`config.mk`:
```
export PLATFORM = sky130hd
export DESIGN_NAME = pbit_sweep_controller
export DESIGN_NICKNAME = d
export VERILOG_FILES = /design/src/rtl/pbit_sweep_controller.sv
export SDC_FILE = /design/constraint.sdc
export NUM_CORES = 1
export LEC_CHECK = 0
export CAP_MARGIN = 20
export CORE_UTILIZATION = 60
export DETAILED_ROUTE_END_ITERATION = 8
export PLACE_DENSITY_LB_ADDON = 0.12
export SETUP_SLACK_MARGIN = 0.02
export SYNTH_ARGS = -nofsm -noshare
export SYNTH_HDL_FRONTEND = slang
export SYNTH_SLANG_ARGS = --single-unit
```
`constraint.sdc`:
```
create_clock -name clk -period 8.1 [get_ports clk]
set_input_delay 1.62 -clock clk [delete_from_list [all_inputs] [get_ports clk]]
set_output_delay 1.62 -clock clk [all_outputs]
set_load 0.03 [all_outputs]
```
`src/rtl/pbit_sweep_controller.sv`:
```
// pbit_sweep_controller: time-multiplexes one shared P-bit over N network nodes.
// For each node it accumulates h_i + sum(J_ij * s_j), saturates the sum to
// signed 8 bits, strobes the P-bit and writes its answer back into m_state.
//
// Ports:
//   clk, reset_n          clock, asynchronous active-low reset
//   start, load_init      begin one Gibbs sweep; optionally load init_state
//   init_state            initial node states (bit j = node j)
//   w_row, w_col          weight/bias memory address (row = current node)
//   w_data                J[w_row][w_col], one cycle after the address
//   h_data                bias h[w_row], combinational
//   I_i, enable           saturated weighted input and P-bit update strobe
//   m_i                   P-bit output, captured at the end of the strobe
//   m_state               current node states
//   busy, sweep_done      sweep in progress / one-cycle end-of-sweep pulse
module pbit_sweep_controller #(
    parameter int N         = 4,
    parameter int ACC_WIDTH = 16,
    localparam int RW       = $clog2(N),
    localparam int CW       = $clog2(N + 1)
) (
    input  logic                 clk,
    input  logic                 reset_n,
    input  logic                 start,
    input  logic                 load_init,
    input  logic [N-1:0]         init_state,
    output logic [RW-1:0]        w_row,
    output logic [RW-1:0]        w_col,
    input  logic signed [7:0]    w_data,
    input  logic signed [7:0]    h_data,
    output logic signed [7:0]    I_i,
    output logic                 enable,
    input  logic                 m_i,
    output logic [N-1:0]         m_state,
    output logic                 busy,
    output logic                 sweep_done
);

    typedef enum logic [1:0] {
        S_IDLE,
        S_ACC,
        S_DRIVE
    } state_t;

    localparam logic signed [ACC_WIDTH-1:0] SAT_HI = ACC_WIDTH'(127);
    localparam logic signed [ACC_WIDTH-1:0] SAT_LO = ACC_WIDTH'(-128);

    state_t                       r_state;
    state_t                       w_next;
    logic [RW-1:0]                r_row;
    logic [CW-1:0]                r_cnt;
    logic signed [ACC_WIDTH-1:0]  r_acc;
    logic signed [7:0]            r_ii;
    logic [N-1:0]                 r_m;
    logic                         r_done;

    logic                         w_last_col;
    logic                         w_last_row;
    logic [RW-1:0]                w_k;
    logic signed [ACC_WIDTH-1:0]  w_h_ext;
    logic signed [ACC_WIDTH-1:0]  w_j_ext;
    logic signed [ACC_WIDTH-1:0]  w_term;
    logic signed [ACC_WIDTH-1:0]  w_sum;
    logic signed [7:0]            w_sat;

    assign w_last_col = (r_cnt == CW'(N));
    assign w_last_row = (r_row == RW'(N - 1));
    // Column whose weight is on w_data now (address was issued last cycle).
    assign w_k        = RW'(r_cnt - CW'(1));
    assign w_h_ext    = {{(ACC_WIDTH-8){h_data[7]}}, h_data};
    assign w_j_ext    = {{(ACC_WIDTH-8){w_data[7]}}, w_data};

    // Negating after widening keeps -(-128) = +128 exact.
    always_comb begin
        w_term = '0;
        if (w_k != r_row) begin
            w_term = r_m[w_k] ? w_j_ext : -w_j_ext;
        end
    end

    assign w_sum = r_acc + w_term;

    always_comb begin
        w_sat = w_sum[7:0];
        if (w_sum > SAT_HI) begin
            w_sat = 8'sh7F;
        end else if (w_sum < SAT_LO) begin
            w_sat = 8'sh80;
        end
    end

    always_ff @(posedge clk or negedge reset_n) begin
        if (!reset_n) begin
            r_state <= S_IDLE;
        end else begin
            r_state <= w_next;
        end
    end

    always_comb begin
        w_next = r_state;
        unique case (r_state)
            S_IDLE:  if (start) w_next = S_ACC;
            S_ACC:   if (w_last_col) w_next = S_DRIVE;
            S_DRIVE: w_next = w_last_row ? S_IDLE : S_ACC;
            default: w_next = S_IDLE;
        endcase
    end

    always_ff @(posedge clk or negedge reset_n) begin
        if (!reset_n) begin
            r_row  <= '0;
            r_cnt  <= '0;
            r_acc  <= '0;
            r_ii   <= '0;
            r_m    <= '0;
            r_done <= 1'b0;
        end else begin
            r_done <= 1'b0;
            unique case (r_state)
                S_IDLE: begin
                    if (start) begin
                        if (load_init) begin
                            r_m <= init_state;
                        end
                        r_row <= '0;
                        r_cnt <= '0;
                    end
                end
                S_ACC: begin
                    r_cnt <= r_cnt + CW'(1);
                    if (r_cnt == '0) begin
                        r_acc <= w_h_ext;
                    end else begin
                        r_acc <= w_sum;
                    end
                    if (w_last_col) begin
                        r_ii <= w_sat;
                    end
                end
                S_DRIVE: begin
                    r_m[r_row] <= m_i;
                    r_cnt      <= '0;
                    if (w_last_row) begin
                        r_done <= 1'b1;
                    end else begin
                        r_row <= r_row + RW'(1);
                    end
                end
                default: ;
            endcase
        end
    end

    assign w_row      = r_row;
    assign w_col      = (r_state == S_ACC && !w_last_col) ? RW'(r_cnt) : '0;
    assign I_i        = r_ii;
    assign enable     = (r_state == S_DRIVE);
    assign m_state    = r_m;
    assign busy       = (r_state != S_IDLE);
    assign sweep_done = r_done;

endmodule

```
After elaboration in Yosys (flattened, before gate mapping)
Index checks and enable logic that the tools add are counted.
{ "op_classes": {"eq_ne": 9, "add_sub_neg": 5, "n_reduce_logical": 13, "n_lt_le_gt_ge": 5, "n_mux": 25} }
{ "op_table": {"columns": ["operator", "count"], "rows": [
  ["$mux W16", 3],
  ["$add A16 B16 Y16", 1],
  ["$gt A16 B8 Y1 const B", 1],
  ["$lt A16 B8 Y1 const B", 1],
  ["$mux W8", 2],
  ["$neg A8 Y16", 1],
  ["$mux W2", 5],
  ["$pmux W3 S3", 1],
  ["$mux W4", 2],
  ["$ne A2 B2 Y1 const B", 4],
  ["$pmux W4 S2", 1],
  ["$lt A2 B3 Y1 const B", 2],
  ["$pmux W2 S3", 1],
  ["$reduce_and A2 Y1", 3],
  ["$reduce_and A3 Y1", 2],
  ["$mux W1", 5],
  ["$bwmux W4", 1],
  ["$eq A2 B2 Y1 const B", 2],
  ["$pmux W2 S2", 1],
  ["$reduce_bool A2 Y1", 2],
  ["$add A3 B1 Y3 const B", 1],
  ["$eq A3 B3 Y1 const B", 1],
  ["$logic_not A3 Y1", 1],
  ["$mux W3", 1],
  ["other kinds (11)", 12]
]} }
{ "totals": {"out_inout_bits": 19, "reg_bits": 36, "in_bits": 25, "elab_cells": 64} }

Depth between registers and ports, before layout
{ "depth": {"ltp_word": 9, "depth_mapped": 16, "depth_no_buf": 14} }

Worst setup path before layout
No wires, ideal clock.
{ "synth_path": {"kind": "input-to-reg", "start": "input w_data[6]", "end": "register r_ii[0] (netlist: I_i[0])", "cell_stages": 13, "t_arrival_ns": 4.635, "setup_ns": 0.126, "n_path_buf": 0, "setup_slack_ns": 3.339, "t_required_ns": 7.974, "path_cell_list": "nor3_1 nand3_1 ha_1 or2_2 a21oi_1 ha_1 a21o_2 a31oi_1 nand2b_1 a21oi_1 xnor2_1 a41oi_1 a221o_1"} }
{ "synth_between": {"elab_chain_len": 7, "elab_cells_between_ends": 8, "classes_between": "2 x add/sub; 2 x order compare; 4 x mux"} }
{ "synth_lines": {"columns": ["item", "line_no", "source"], "rows": [
  ["from (decl)", "29", "input logic signed [7:0] w_data,"],
  ["$neg A8 Y16", "77", "w_term = r_m[w_k] ? w_j_ext : -w_j_ext;"],
  ["$mux W16 (*)", "77", null],
  ["$mux W16 (*)", "76", "if (w_k != r_row) begin"],
  ["$add A16 B16 Y16 (*)", "81", "assign w_sum = r_acc + w_term;"],
  ["$lt A16 B8 Y1", "87", "end else if (w_sum < SAT_LO) begin"],
  ["$mux W8", "87", null],
  ["$mux W8 (*)", "85", "if (w_sum > SAT_HI) begin"],
  ["to (signal assigned)", "138", "r_ii <= w_sat;"],
  ["to (decl)", "53", "logic signed [7:0] r_ii;"]
]} }
Every way passes the cells marked *; elsewhere a longest branch is shown, timed or not.
A chain may end at the register's enable or synchronous reset.

Worst setup path in the final report
{ "layout_path": {"start": "input w_data[4]", "end": "register r_ii[2] (netlist: I_i[2])"} }
Same word-level chain as after synthesis.

==> flow_summary.toml <==
[detailed_routing]
drtPass1Iterations = 5
viasPerCell = 6.227
drc = 0
totalWireLength_mm = 7.858
post_drt_wl_per_cell_um = 17.31
via_count = 2827
first_iter_violations = 203
antenna_left = 0

[placed_design]
dpl_cell_area_mm2 = 0.003447
gp_congestion = 0.8826
portBuffers = 43
hpwlAfterDp_mm = 5.880

[critical_path]
crit_arrival_ns = 5.67
cp.required_ns = 8.27
path_class = "input port to flip-flop"
cpPeakStageDelay_ns = 0.46
endpoint_kind = "flip-flop"
reg2reg_from = "r_cnt[0]$_DFFE_PN0P_"
r2r_end = "I_i[2]$_DFFE_PN0P_"
path_max_fanout = 12
reg2reg_depth = 14
crit_slowest_cell = "clkdlybuf4s50_1"
r2r_slack_ns = 3.59
worstPathCellList = "clkdlybuf4s50_1, nor3_1, nand3_1, ha_1, or2_2, a21oi_1, ha_1, a21o_2, a31oi_1, nand2b_1, a21oi_1, xnor2_1, a41oi_1, a221o_1"
crit_path_start_kind = "input port"

[clock_network]
numClockSinks = 36
root_buffer = "clkbuf_8"
htreeDepth = 2
cts_inserted_buffers = 5
cts_max_path_buffers = 2
clock_latency_ns = 0.29
cts_hold_buffers = 0
cts-resized-gates = 0
cts_tree = "done"
clk_pin_slew_ns = 0.07
cts_setup_buffers = 0

[floorplanning]
die-area_mm2 = 0.005384
coreArea_mm2 = 0.004817
die_h_um = 73.38
fp.dieW_um = 73.38
rows = 25
io_pins = 44
initial_core_util = 0.6345

[synth]
synth.area.mux_share = 0.04380
syn_area_mm2 = 0.003057
seq_area_frac_synth = 0.2947
synthAdderAreaFrac = 0.1048
synth_edf_count = 0
ys_ff_latch = 36
ys.flop_type = "dfrtp_1"
yosys_warnings = 0
synth_xor_area_frac = 0.05690
yosys.area_share.simple = 0.1572
synthesis.nets = 401
syn_inst = 351
synth.distinct_cells = 61
async_flop_share = 1.000
synth.avg_cell_area_um2 = 8.708
synth_compound_area_frac = 0.2767
synth_top_family_by_area = "compound AO/OA/AOI/OAI gates"

[global_routing]
antenna_found_initial = 0
grt_pass1_wl_mm = 12.44
grt_max_degree = 37
grt_util_all_layers = 0.3060
grt-ovfl-total = 0
grt_pass1_vias = 2620

[timing]
setup_viol = 0
fin_crit_sh = 0.6785
worst_pin_slew_ns = 0.8973
setup_tns_ns = 0
fmax_mhz = 181.9
rsz0062_at_grt = "false"
finalHoldViolCount = 0
relSlewSlack = 0.4003
fin_crit_ns = 5.496
finClkSkew_ns = 0.006129
drv_slew = 0

[final_layout]
nets = 436
drive_above_1_share = 0.07752
area_delta_synth_final_pct = 16.91
design_area_mm2 = 0.003573
n_fill_cell = 403
final_core_util = 0.7418
n_antenna_cell = 0

[job]
maxCapViolations = 0

[hold_path]
whs_path_depth = 1
min_path_type = "flip-flop to flip-flop"
hp-start = "r_acc[14]$_DFFE_PN0P_"
hold_end = "r_acc[14]$_DFFE_PN0P_"

[outcome]
status = "complete, no violations"
-- metal layers --
layer  vias to the layer above  global-route usage  share of wire
li1                       1354                   -              -
met1                      1372              0.4124           0.46
met2                        90              0.4979           0.47
met3                        11             0.06173          0.064
met4                         0             0.09188          0.014
met5                         -                   0              0
-- cells by family (layout without fill, tap and decap cells) --
kind of cell,Yosys count,count (layout)
adder cells (fa/ha/maj),25,25
AO/OA/AOI/OAI,123,123
flip-flops,36,36
multiplexers,12,12
buffers and inverters,35,71
XOR/XNOR,19,19
AND/OR/NAND/NOR,101,101
-- area by class of cell --
class	count	area (µm²)	share of cell area
Tap cell	67	83.83	0.02346
Clock inverter	1	30.03	0.008403
Sequential cell	36	900.9	0.2521
Clock buffer	7	96.34	0.02696
Inverter	18	67.56	0.01891
Multi-Input combinational cell	280	1954	0.5469
Timing Repair Buffer	45	440.4	0.1232
-- critical path, delay by kind of cell --
family                     cells  cell delay [ns]
buffers and inverters          1             0.46
AOI/OAI and AO/OA              6             1.60
adders and majority gates      2             0.65
and+or+nand+nor                4             0.96
xor gates and xnor gates       1             0.36
-- cell usage after synthesis (all sizes together) (2+ instances only) --
cell | instances | share of area
a21oi | 38 | 0.062
dfrtp | 36 | 0.29
nand2 | 33 | 0.041
nor2 | 29 | 0.036
o21ai | 29 | 0.049
ha | 24 | 0.098
inv | 18 | 0.022
xnor2 | 14 | 0.040
clkbuf | 12 | 0.022
mux2i | 10 | 0.033
a31oi | 8 | 0.016
a211oi | 7 | 0.019
a221o | 7 | 0.023
nor3 | 7 | 0.011
and3 | 6 | 0.012
a21o | 5 | 0.013
nand2b | 5 | 0.010
nand3 | 5 | 0.0098
o211ai | 5 | 0.014
xor2 | 5 | 0.017
nand4 | 4 | 0.010
a22o | 3 | 0.0086
and2 | 3 | 0.0065
buf | 3 | 0.0078
o21a | 3 | 0.0074
o21bai | 3 | 0.0074
or3 | 3 | 0.0061
a41oi | 2 | 0.0057
nor4b | 2 | 0.0057
o22ai | 2 | 0.0061
o31a | 2 | 0.0065
o41ai | 2 | 0.012
or2 | 2 | 0.0041
-- per-stage QoR --
step                      hold slack [ns]  setup slack [ns]  instances
after floorplan                    0.4563             3.339        351
after global placement             0.4731             2.438        446
after detailed placement           0.4782             2.328        446
after CTS                          0.4962             2.641        454
after global routing               0.5247             2.310        454
final                              0.4903             2.604        454
-- layout by cell type (no fill, tap or decap), types with 3 or more instances in the layout --
cell / Yosys / layout
clkdlybuf4s50_1: 0 / 42
a21oi_1: 38 / 38
dfrtp_1: 36 / 36
nand2_1: 33 / 33
nor2_1: 29 / 29
o21ai_0: 28 / 28
ha_1: 24 / 24
inv_1: 18 / 18
xnor2_1: 14 / 14
mux2i_1: 10 / 10
a31oi_1: 8 / 8
nor3_1: 7 / 7
a221o_1: 7 / 7
clkbuf_8: 2 / 7
and3_1: 6 / 6
a211oi_1: 6 / 6
nand2b_1: 5 / 5
nand3_1: 4 / 4
o211ai_1: 4 / 4
xor2_1: 4 / 4
or3_1: 3 / 3
nand4_1: 3 / 3
o21a_1: 3 / 3
a21o_1: 3 / 3
a22o_1: 3 / 3
o21bai_1: 3 / 3
-- sequential cells by signal, indices dropped and copies added (netlist names) --
signal,count
w_row,2
sweep_done,1
r_cnt,3
m_state,4
r_acc,16
r_state,2
I_i,8
-- worst max-delay path by stage --
| stage | to | startpoint | cells after the start | slack, ns |
|---|---|---|---|---|
| after floorplan | I_i[0]$_DFFE_PN0P_ | w_data[6] | 13 | 3.34 |
| after global placement | I_i[2]$_DFFE_PN0P_ | w_data[4] | 14 | 2.44 |
| after detailed placement | I_i[2]$_DFFE_PN0P_ | w_data[4] | 14 | 2.33 |
| after CTS | I_i[2]$_DFFE_PN0P_ | w_data[4] | 14 | 2.64 |
| after global routing | I_i[5]$_DFFE_PN0P_ | w_data[4] | 14 | 2.31 |
| final | I_i[2]$_DFFE_PN0P_ | w_data[4] | 14 | 2.60 |
Power is not shown: default switching activity piles up to over one toggle a cycle in this logic, so the estimate is an artifact.
